### config.mk
export PLATFORM = sky130hd
export DESIGN_NAME = led_pulse_stretcher
export DESIGN_NICKNAME = d
export VERILOG_FILES = /design/src/rtl/blackjack_pkg.sv /design/src/rtl/cycle_timer.sv /design/src/rtl/led_pulse_stretcher.sv
export SDC_FILE = /design/constraint.sdc
export NUM_CORES = 1
export LEC_CHECK = 0
export ABC_AREA = 1
export CAP_MARGIN = 5
export CORE_MARGIN = 1.5
export CORE_UTILIZATION = 40
export CTS_BUF_LIST = sky130_fd_sc_hd__clkbuf_8
export DETAILED_ROUTE_END_ITERATION = 10
export PLACE_DENSITY = 0.69
export SYNTH_ARGS = -nofsm -noshare
export SYNTH_HDL_FRONTEND = slang
export SYNTH_SLANG_ARGS = --single-unit
### constraint.sdc
create_clock -name clk -period 1.6 [get_ports clk]
set_clock_uncertainty 0.2 [all_clocks]
set_input_delay 0.32 -clock clk [delete_from_list [all_inputs] [get_ports clk]]
set_output_delay 0.32 -clock clk [all_outputs]
set_load 0.02 [all_outputs]
### src/rtl/blackjack_pkg.sv
// Shared types and sizing helpers for the indicator/pulse blocks of the blackjack table.
// Holds the pulse FSM state encoding and the width helpers used for port and counter sizing.
package blackjack_pkg;

  typedef enum logic [1:0] {
    PS_IDLE = 2'd0,
    PS_HOLD = 2'd1,
    PS_GAP  = 2'd2
  } pulse_state_t;

  // Bits needed to hold 0..max_pending.
  function automatic int pend_width(input int max_pending);
    if (max_pending < 1) return 1;
    return $clog2(max_pending + 1);
  endfunction

  // Bits needed for a down-counter loaded with at most max(hold, gap)-1.
  function automatic int timer_width(input int hold, input int gap);
    int m;
    m = (hold > gap) ? hold : gap;
    if (m < 2) return 1;
    return $clog2(m);
  endfunction

endpackage

### src/rtl/cycle_timer.sv
// Loadable down-counter that stops at zero; zero flags the last cycle of a timed phase.
module cycle_timer #(
  parameter int W = 2
) (
  input  logic         clk,
  input  logic         rst_n,
  input  logic         load,
  input  logic [W-1:0] load_val,
  output logic         zero
);

  logic [W-1:0] r_count;

  always_ff @(posedge clk or negedge rst_n) begin
    if (!rst_n) begin
      r_count <= '0;
    end else if (load) begin
      r_count <= load_val;
    end else if (r_count != '0) begin
      r_count <= r_count - W'(1);
    end
  end

  assign zero = (r_count == '0);

endmodule

### src/rtl/led_pulse_stretcher.sv
// Turns short event strobes into fixed-length active-low LED pulses separated by a minimum gap;
// events arriving while a pulse or gap is shown are counted and replayed in order.
module led_pulse_stretcher
  import blackjack_pkg::*;
#(
  parameter int HOLD_CYCLES = 4,
  parameter int GAP_CYCLES  = 2,
  parameter int MAX_PENDING = 3
) (
  input  logic                                clk,
  input  logic                                rst_n,
  input  logic                                in,
  output logic                                out_n,
  output logic                                busy,
  output logic [pend_width(MAX_PENDING)-1:0]  pending,
  output logic                                overflow,
  output logic [1:0]                          o_dbg_state
);

  localparam int PW = pend_width(MAX_PENDING);
  localparam int TW = timer_width(HOLD_CYCLES, GAP_CYCLES);

  localparam logic [PW-1:0] MAX_P     = PW'(MAX_PENDING);
  localparam logic [TW-1:0] HOLD_LOAD = TW'(HOLD_CYCLES - 1);
  localparam logic [TW-1:0] GAP_LOAD  = TW'(GAP_CYCLES - 1);

  // Handshake: none. 'in' is a free-running level; an event is its rising edge, one per edge.
  // Outputs are plain registered levels with no back-pressure; overflow is a 1-cycle strobe.

  pulse_state_t  r_state;
  logic          r_in_q;
  logic          r_out_n;
  logic          r_busy;
  logic [PW-1:0] r_pending;
  logic          r_overflow;

  pulse_state_t  w_state_nxt;
  logic          w_out_n_nxt;
  logic          w_ev;
  logic          w_timer_zero;
  logic          w_load;
  logic [TW-1:0] w_load_val;
  logic          w_gap_exit;
  logic          w_consume;
  logic          w_enqueue;
  logic [PW-1:0] w_pending_nxt;
  logic          w_overflow_nxt;

  assign w_ev = in & ~r_in_q;

  cycle_timer #(
    .W (TW)
  ) u_timer (
    .clk      (clk),
    .rst_n    (rst_n),
    .load     (w_load),
    .load_val (w_load_val),
    .zero     (w_timer_zero)
  );

  always_ff @(posedge clk or negedge rst_n) begin
    if (!rst_n) begin
      r_state    <= PS_IDLE;
      r_in_q     <= 1'b1;
      r_out_n    <= 1'b1;
      r_busy     <= 1'b0;
      r_pending  <= '0;
      r_overflow <= 1'b0;
    end else begin
      r_state    <= w_state_nxt;
      r_in_q     <= in;
      r_out_n    <= w_out_n_nxt;
      r_busy     <= (w_state_nxt != PS_IDLE);
      r_pending  <= w_pending_nxt;
      r_overflow <= w_overflow_nxt;
    end
  end

  always_comb begin
    w_state_nxt = r_state;
    w_out_n_nxt = r_out_n;
    w_load      = 1'b0;
    w_load_val  = '0;
    w_gap_exit  = 1'b0;
    w_consume   = 1'b0;
    case (r_state)
      PS_IDLE: begin
        if (w_ev) begin
          w_state_nxt = PS_HOLD;
          w_out_n_nxt = 1'b0;
          w_load      = 1'b1;
          w_load_val  = HOLD_LOAD;
        end
      end
      PS_HOLD: begin
        if (w_timer_zero) begin
          w_state_nxt = PS_GAP;
          w_out_n_nxt = 1'b1;
          w_load      = 1'b1;
          w_load_val  = GAP_LOAD;
        end
      end
      PS_GAP: begin
        if (w_timer_zero) begin
          w_gap_exit = 1'b1;
          // A queued event takes priority; a fresh edge here is only shown directly if the queue is empty.
          if ((r_pending != '0) || w_ev) begin
            w_state_nxt = PS_HOLD;
            w_out_n_nxt = 1'b0;
            w_load      = 1'b1;
            w_load_val  = HOLD_LOAD;
            w_consume   = (r_pending != '0);
          end else begin
            w_state_nxt = PS_IDLE;
            w_out_n_nxt = 1'b1;
          end
        end
      end
      default: begin
        w_state_nxt = PS_IDLE;
        w_out_n_nxt = 1'b1;
      end
    endcase
  end

  assign w_enqueue = w_ev && (r_state != PS_IDLE) && !(w_gap_exit && (r_pending == '0));

  always_comb begin
    w_pending_nxt  = r_pending;
    w_overflow_nxt = 1'b0;
    if (w_enqueue && !w_consume) begin
      if (r_pending == MAX_P) begin
        w_overflow_nxt = 1'b1;
      end else begin
        w_pending_nxt = r_pending + PW'(1);
      end
    end else if (!w_enqueue && w_consume) begin
      w_pending_nxt = r_pending - PW'(1);
    end
  end

  assign out_n       = r_out_n;
  assign busy        = r_busy;
  assign pending     = r_pending;
  assign overflow    = r_overflow;
  assign o_dbg_state = r_state;

endmodule

==> metrics.txt, run 1 <==
# TYPE chip_impl_metric gauge
chip_impl_metric{name="non_filler_cells_final",unit=""} 98
chip_impl_metric{name="asyncSetResetFlopFracSynth",unit=""} 1.00
chip_impl_info{name="post-synth-top-area-cell",value="dfrtp_1"} 1
chip_impl_metric{name="h_tree_levels",unit=""} 1
chip_impl_metric{name="final_cell_area",unit="µm²"} 717
chip_impl_metric{name="cts_buffers",unit=""} 3
chip_impl_metric{name="max_slew.worst_pin.slew",unit="ns"} 0.447
chip_impl_metric{name="routed_wl",unit="µm"} 1100
chip_impl_metric{name="synth_area",unit="µm²"} 536
chip_impl_info{name="setup.worst_path.start_class",value="flop"} 1
chip_impl_metric{name="nets",unit=""} 89
chip_impl_info{name="crit_path_end_kind",value="flop"} 1
chip_impl_metric{name="chipHeight",unit="µm"} 39.6
chip_impl_metric{name="global_route.usage.met2",unit=""} 0.295
chip_impl_info{name="ranking_of_synthesized_cells_by_area",value="dfrtp_1, nand2_1, dfstp_2"} 1
chip_impl_metric{name="timing.slew.headroom",unit=""} 0.701
chip_impl_metric{name="p_per_area",unit="mW/mm²"} 1970
chip_impl_metric{name="final-max-slew-violation-count",unit=""} 0
chip_impl_metric{name="report.final.setup_viol",unit=""} 0
chip_impl_metric{name="fmax",unit="MHz"} 679
chip_impl_info{name="rsz_0062_raised_after_global_routing",value="false"} 1
chip_impl_metric{name="critical_path_peak_fanout",unit=""} 4
chip_impl_metric{name="clock_tree.buffer_depth",unit=""} 2
chip_impl_metric{name="first_global_vias",unit=""} 439
chip_impl_metric{name="dr.pass1.iters",unit=""} 4
chip_impl_info{name="worst_hold_path_type",value="in2async"} 1
chip_impl_info{name="synth_ff_type",value="dfrtp_1"} 1
chip_impl_metric{name="grt_overflow_total",unit=""} 0
chip_impl_metric{name="placeableCoreArea",unit="mm²"} 0.00127
chip_impl_metric{name="post-route-min-period",unit="ns"} 1.47
chip_impl_info{name="timing.critical_path.from",value="u_timer.r_count[0]$_DFFE_PN0P_"} 1
chip_impl_metric{name="placement_rows",unit=""} 13
chip_impl_info{name="run_status",value="complete, no violations"} 1
chip_impl_metric{name="grt_use_total",unit=""} 0.194
chip_impl_metric{name="antenna_left",unit=""} 0
chip_impl_metric{name="place_inst",unit=""} 94
chip_impl_metric{name="dp_hpwl",unit="µm"} 802
chip_impl_metric{name="dp_area",unit="µm²"} 674
chip_impl_metric{name="yosysTopAreaCellShare",unit=""} 0.374
chip_impl_metric{name="flow.area_growth_from_synthesis",unit="%"} 33.9
chip_impl_metric{name="drt_iter0_drc",unit=""} 16
chip_impl_metric{name="drive_above_1_share",unit=""} 0.265
chip_impl_metric{name="die-area",unit="mm²"} 0.00157
chip_impl_metric{name="portBuffers",unit=""} 9
chip_impl_info{name="synthMostInstantiatedCell",value="nand2_1"} 1
chip_impl_info{name="synth_commonest_cells",value="nand2_1, dfrtp_1, inv_1"} 1
chip_impl_metric{name="dpl_worst_slack",unit="ns"} -0.0352
chip_impl_info{name="r2r-start",value="u_timer.r_count[0]$_DFFE_PN0P_"} 1
chip_impl_metric{name="leakage",unit="nW"} 0.389
chip_impl_metric{name="ys_ff_latch",unit=""} 10
chip_impl_metric{name="routedWlPerCell",unit="µm"} 11.2
chip_impl_metric{name="finalHoldViolations",unit=""} 0
chip_impl_metric{name="grt_antenna_before_repair",unit=""} 0
chip_impl_metric{name="globalRouteMet1Util",unit=""} 0.211
chip_impl_metric{name="cts.reportedPaths.clkPinSlew",unit="ns"} 0.05
chip_impl_metric{name="worst_skew_pair.late_latency",unit="ns"} 0.24
chip_impl_metric{name="synth.yosys.warnings",unit=""} 0
chip_impl_metric{name="antenna-diode-count",unit=""} 0
chip_impl_metric{name="max-cap-violations",unit=""} 0
chip_impl_metric{name="global_route.usage.met3",unit=""} 0.108
chip_impl_metric{name="design.portCount",unit=""} 10
chip_impl_metric{name="grt_max_degree",unit=""} 11
chip_impl_metric{name="synth-edff-count",unit=""} 0
chip_impl_metric{name="dieWidth",unit="µm"} 39.6
chip_impl_metric{name="worst-endpoint-arrival",unit="ns"} 1.40
chip_impl_metric{name="irDropWorstVdd",unit="V"} 0.00105
chip_impl_metric{name="postSynthCellCount",unit=""} 66
chip_impl_metric{name="gpl.final_weighted_congestion",unit=""} 0.859
chip_impl_info{name="top_usage_layer",value="met2"} 1
chip_impl_metric{name="cts.sink_count",unit=""} 10
chip_impl_metric{name="global_route_wire_length_before_repair",unit="µm"} 1820
chip_impl_metric{name="synth_area_per_cell",unit="µm²"} 8.11
chip_impl_metric{name="required",unit="ns"} 1.53
chip_impl_metric{name="synth_nets",unit=""} 71
chip_impl_info{name="critical_path_class",value="reg2reg"} 1
chip_impl_metric{name="number_of_remaining_drc_errors",unit=""} 0
chip_impl_metric{name="vias_per_cell",unit=""} 5.00
chip_impl_metric{name="fin_ws",unit="ns"} 0.127
chip_impl_metric{name="layout_worst_path_cycle_share",unit=""} 0.920
chip_impl_metric{name="synth_seq_area_share",unit=""} 0.472
chip_impl_metric{name="finalSetupTns",unit="ns"} 0
chip_impl_metric{name="r2r_slack",unit="ns"} 0.13
chip_impl_metric{name="starting_density",unit=""} 0.422
chip_impl_metric{name="yosysUniqueCellTypes",unit=""} 19
chip_impl_info{name="cts_tree",value="done"} 1
chip_impl_metric{name="postCtsSetupBuffers",unit=""} 0
chip_impl_metric{name="via_count",unit=""} 490
chip_impl_info{name="clock_tree.root_cell",value="clkbuf_8"} 1
[what timing repair did]
item / 4_1_cts / 5_1_grt
resized for setup: 8 / 1
hold buffers: 0 / 0
pin swaps: 0 / 0
endpoints found under the setup margin: 7 / 1
[metrics by stage]
| stage | util | hold WS (ns) | total power [mW] |
|---|---|---|---|
| 2_1_floorplan | - | -0.176 | 0.870 |
| 3_3_place_gp | 0.532 | 0.277 | 1.12 |
| 3_5_place_dp | 0.532 | 0.283 | 1.14 |
| 4_1_cts | 0.569 | 0.211 | 1.43 |
| 5_1_grt | 0.565 | 0.227 | 1.54 |
| 6_report | 0.565 | 0.191 | 1.42 |
[registers in the layout (all words and copies together), names as in the netlist]
register	flops
o_dbg_state	2
overflow	1
out_n	1
u_timer.r_count	2
pending	2
busy	1
r_in_q	1
[power by group]
| group | internal, mW | switching [mW] | total [mW] |
|---|---|---|---|
| clock | 0.217 | 0.107 | 0.324 |
| sequential | 0.355 | 0.0427 | 0.398 |
| combinational | 0.277 | 0.417 | 0.694 |
| total | 0.849 | 0.566 | 1.42 |
[worst max-delay path, stage by stage, from the launching register on]
cell     delay [ns]
dfrtp_1        0.39
inv_1          0.08
ha_1           0.23
nand3_2        0.13
inv_2          0.08
nand2_1        0.07
o21ai_1        0.12
nand2_1        0.06
[placed cells by master, fill, tap and decap left out, drive strengths merged]
cell type,instances
nand2,21
inv,12
dfrtp,8
nand3,7
dlygate4sd2,6
clkbuf,5
nor2,5
buf,4
o21ai,3
nand4,2
ha,2
clkdlybuf4s50,2
dfstp,2
and2,1
o2111ai,1
xor2,1
o211ai,1
[layout make-up]
class                           count  area [µm²]
Clock buffer                        4        55.1
Tap cell                           15        18.8
Multi-Input combinational cell     44         238
Sequential cell                    10         253
Fill cell                         118         552
Timing Repair Buffer               13         108
Inverter                           12        45.0
[path summary, 6_finish.rpt]
| path | endpoint | cells after the start |
|---|---|---|
| max | pending[1]$_DFFE_PN0P_ | 7 |
| min in group clk | out_n$_DFFE_PN1P_ | 2 |
| max reg2reg | pending[1]$_DFFE_PN0P_ | 7 |
| min | u_timer.r_count[0]$_DFFE_PN0P_ | 1 |
| max in group asynchronous | out_n$_DFFE_PN1P_ | 1 |
| min reg2reg | out_n$_DFFE_PN1P_ | 2 |
[cells by family (layout without fill, tap and decap cells)]
| kind of cell | after synthesis | after routing | synth area share |
|---|---|---|---|
| AO/OA/AOI/OAI | 5 | 5 | 0.0654 |
| AND/OR/NAND/NOR | 36 | 36 | 0.315 |
| adder cells (fa/ha/maj) | 2 | 2 | 0.0467 |
| buffers and inverters | 12 | 29 | 0.0841 |
| XOR/XNOR | 1 | 1 | 0.0164 |
| flip-flops | 10 | 10 | 0.472 |
[layer usage]
metal / wire length, µm / up-vias
li1: - / 242
met1: 444 / 223
met2: 523 / 20
met3: 91 / 5
met4: 36 / 0
met5: 0 / -
Note: power is estimated with default switching activity, not from simulation.
==> run 2, diff against run 1 <==
--- a/config.mk
+++ b/config.mk
@@ -11,7 +11,8 @@
 export CORE_UTILIZATION = 40
 export CTS_BUF_LIST = sky130_fd_sc_hd__clkbuf_8
 export DETAILED_ROUTE_END_ITERATION = 10
-export PLACE_DENSITY = 0.69
+export GPL_ROUTABILITY_DRIVEN = 0
+export PLACE_DENSITY = 0.76
 export SYNTH_ARGS = -nofsm -noshare
 export SYNTH_HDL_FRONTEND = slang
 export SYNTH_SLANG_ARGS = --single-unit
==> run 2 against run 1 <==
  * Core utilization decreased by 0.89 points
  * Count of clock-buffer cells in the layout shrank 1
  * Sequential cell count unchanged
  * Hold slack better by 0.022 ns
  * Final cell count down 1.0%
  * Design area shrank 1.6%
  * Register-to-register slack got worse by 0.09 ns
  * Global-route usage fell by 0.92 points
  * Setup slack got worse by 0.087 ns
  * Power shrank 2.7%
  * Critical path depth unchanged
  * Non-clock buffer count is the same
==> metrics.txt, run 2 (same netlist as run 1, synthesis figures left out) <==
# TYPE chip_impl_metric gauge
chip_impl_metric{name="cts_hold_buf",unit=""} 0
chip_impl_metric{name="grt_antenna_before_repair",unit=""} 0
chip_impl_metric{name="first_global_vias",unit=""} 438
chip_impl_metric{name="critical_path_peak_fanout",unit=""} 4
chip_impl_metric{name="crit_path_max_incr_delay",unit="ns"} 0.38
chip_impl_metric{name="irDropWorstVdd",unit="V"} 0.000845
chip_impl_metric{name="worst_skew_pair.late_latency",unit="ns"} 0.23
chip_impl_metric{name="design.portCount",unit=""} 10
chip_impl_info{name="layout_commonest_cell",value="nand2_1"} 1
chip_impl_metric{name="routed_wl",unit="µm"} 1210
chip_impl_metric{name="multi_input_combinational_cell_area",unit="µm²"} 240
chip_impl_metric{name="final_cell_area",unit="µm²"} 706
chip_impl_metric{name="h_tree_levels",unit=""} 1
chip_impl_metric{name="chipHeight",unit="µm"} 39.6
chip_impl_metric{name="cts.sink_count",unit=""} 10
chip_impl_metric{name="global_route_wire_length_before_repair",unit="µm"} 1840
chip_impl_metric{name="via_count",unit=""} 494
chip_impl_info{name="critical_path_class",value="reg2reg"} 1
chip_impl_metric{name="antenna_left",unit=""} 0
chip_impl_metric{name="timing.slew.headroom",unit=""} 0.682
chip_impl_metric{name="layout_filler_cell_count",unit=""} 118
chip_impl_metric{name="fmax",unit="MHz"} 641
chip_impl_metric{name="portBuffers",unit=""} 9
chip_impl_info{name="layout_common_cells",value="nand2_1, inv_1, dfrtp_1, nand3_1, dlygate4sd2_1"} 1
chip_impl_info{name="cts_tree",value="done"} 1
chip_impl_metric{name="worst-endpoint-arrival",unit="ns"} 1.48
chip_impl_info{name="cp_cell_sequence",value="inv_1, ha_2, nand3_2, inv_2, nand2_1, o21ai_1, nand2_1"} 1
chip_impl_metric{name="dr.pass1.iters",unit=""} 4
chip_impl_metric{name="grt_use_total",unit=""} 0.185
chip_impl_metric{name="number_of_remaining_drc_errors",unit=""} 0
chip_impl_metric{name="whs",unit="ns"} 0.214
chip_impl_metric{name="grt_overflow_total",unit=""} 0
chip_impl_metric{name="total_power",unit="mW"} 1.38
chip_impl_info{name="run_status",value="complete, no violations"} 1
chip_impl_metric{name="post-route-min-period",unit="ns"} 1.56
chip_impl_info{name="worst_hold_path_type",value="in2async"} 1
chip_impl_metric{name="layout.core_utilization",unit=""} 0.556
chip_impl_metric{name="dp_hpwl",unit="µm"} 834
chip_impl_metric{name="dp_area",unit="µm²"} 674
chip_impl_metric{name="non_filler_cells_final",unit=""} 97
chip_impl_metric{name="clock_tree.buffer_depth",unit=""} 2
chip_impl_metric{name="nets",unit=""} 89
chip_impl_metric{name="routedWlPerCell",unit="µm"} 12.5
chip_impl_metric{name="place_inst",unit=""} 94
chip_impl_metric{name="die-area",unit="mm²"} 0.00157
chip_impl_metric{name="report.final.setup_viol",unit=""} 0
chip_impl_metric{name="drt_iter0_drc",unit=""} 12
chip_impl_metric{name="required",unit="ns"} 1.52
chip_impl_info{name="setup.worst_path.start_class",value="flop"} 1
chip_impl_metric{name="grt_max_degree",unit=""} 11
chip_impl_metric{name="layout_worst_path_cycle_share",unit=""} 0.975
chip_impl_metric{name="flow.area_growth_from_synthesis",unit="%"} 31.8
chip_impl_metric{name="antenna-diode-count",unit=""} 0
chip_impl_metric{name="starting_density",unit=""} 0.422
chip_impl_info{name="clock_tree.root_cell",value="clkbuf_8"} 1
chip_impl_metric{name="vias_per_cell",unit=""} 5.09
chip_impl_metric{name="finalHoldViolations",unit=""} 0
chip_impl_info{name="critical-path-slowest-cell",value="dfrtp_1"} 1
chip_impl_metric{name="final-max-slew-violation-count",unit=""} 0
chip_impl_info{name="rsz_0062_raised_after_global_routing",value="false"} 1
chip_impl_metric{name="cts_buffers",unit=""} 3
chip_impl_metric{name="dieWidth",unit="µm"} 39.6
chip_impl_metric{name="max_slew.worst_pin.slew",unit="ns"} 0.476
chip_impl_metric{name="drive_above_1_share",unit=""} 0.268
chip_impl_metric{name="leakage",unit="nW"} 0.380
chip_impl_metric{name="cts.reportedPaths.clkPinSlew",unit="ns"} 0.05
chip_impl_metric{name="p_per_area",unit="mW/mm²"} 1950
chip_impl_metric{name="placement_rows",unit=""} 13
chip_impl_info{name="path_common_cell",value="nand2_1"} 1
chip_impl_metric{name="max-cap-violations",unit=""} 0
chip_impl_metric{name="sequential_cell_area",unit="µm²"} 253
chip_impl_info{name="crit_path_end_kind",value="flop"} 1
chip_impl_metric{name="placeableCoreArea",unit="mm²"} 0.00127
## run 2: cell count changes in the layout (fill, tap and decap cells not counted)
| cell | delta |
|---|---|
| ha_2 | +1 |
| ha_1 | -1 |
| clkbuf_8 | -1 |
## run 2: what timing repair did
item                       4_1_cts  5_1_grt
resized for setup                8        2
buffers inserted                 0        0
setup endpoints to repair        7        2
## run 2: through the flow
| stage | setup TNS (ns) | setup slack, ns |
|---|---|---|
| after global routing | 0 | 0.000875 |
| after global placement | -0.0236 | -0.0120 |
| after detailed placement | -0.0755 | -0.0304 |
| final | 0 | 0.0400 |
| after CTS | 0 | 0.0292 |
| after floorplan | 0 | 0.254 |
## run 2: per-layer routing
layer	global-route usage	part of all wire	up-vias
met5	0	0	-
met2	0.328	0.52	18
met3	0.0227	0.030	7
li1	-	-	241
met1	0.191	0.40	228
met4	0.147	0.040	0
## run 2: cell type report
class	instances	area share
inverter	12	0.0638
clock buffer	3	0.0585
timing repair buffer	13	0.152
tap	15	0.0266
sequential	10	0.358
multi-input combinational	44	0.340
## run 2: path summary, 6_finish.rpt
check | from | endpoint | slack, ns | cells past startpoint
min in group clk | out_n$_DFFE_PN1P_ | out_n$_DFFE_PN1P_ | 0.30 | 2
worst min register to register | out_n$_DFFE_PN1P_ | out_n$_DFFE_PN1P_ | 0.30 | 2
worst min-delay path | rst_n | pending[1]$_DFFE_PN0P_ | 0.21 | 1
max in group asynchronous | rst_n | out_n$_DFFE_PN1P_ | 0.64 | 1
worst max register to register | u_timer.r_count[0]$_DFFE_PN0P_ | pending[1]$_DFFE_PN0P_ | 0.04 | 7
worst max-delay path | u_timer.r_count[0]$_DFFE_PN0P_ | pending[1]$_DFFE_PN0P_ | 0.04 | 7
## run 2: worst max-delay path: cells and delay by family (launching register included)
family,cells,cell delay (ns)
flip-flops,1,0.38
buffers and inverters,2,0.18
AND/OR/NAND/NOR,3,0.28
AO/OA/AOI/OAI,1,0.18
adder cells (fa/ha/maj),1,0.22
## run 2: power by group
group	leakage (nW)	internal [mW]	switching (mW)
clock	0.0216	0.164	0.0931
sequential	0.117	0.355	0.0399
combinational	0.242	0.284	0.441
total	0.380	0.803	0.574
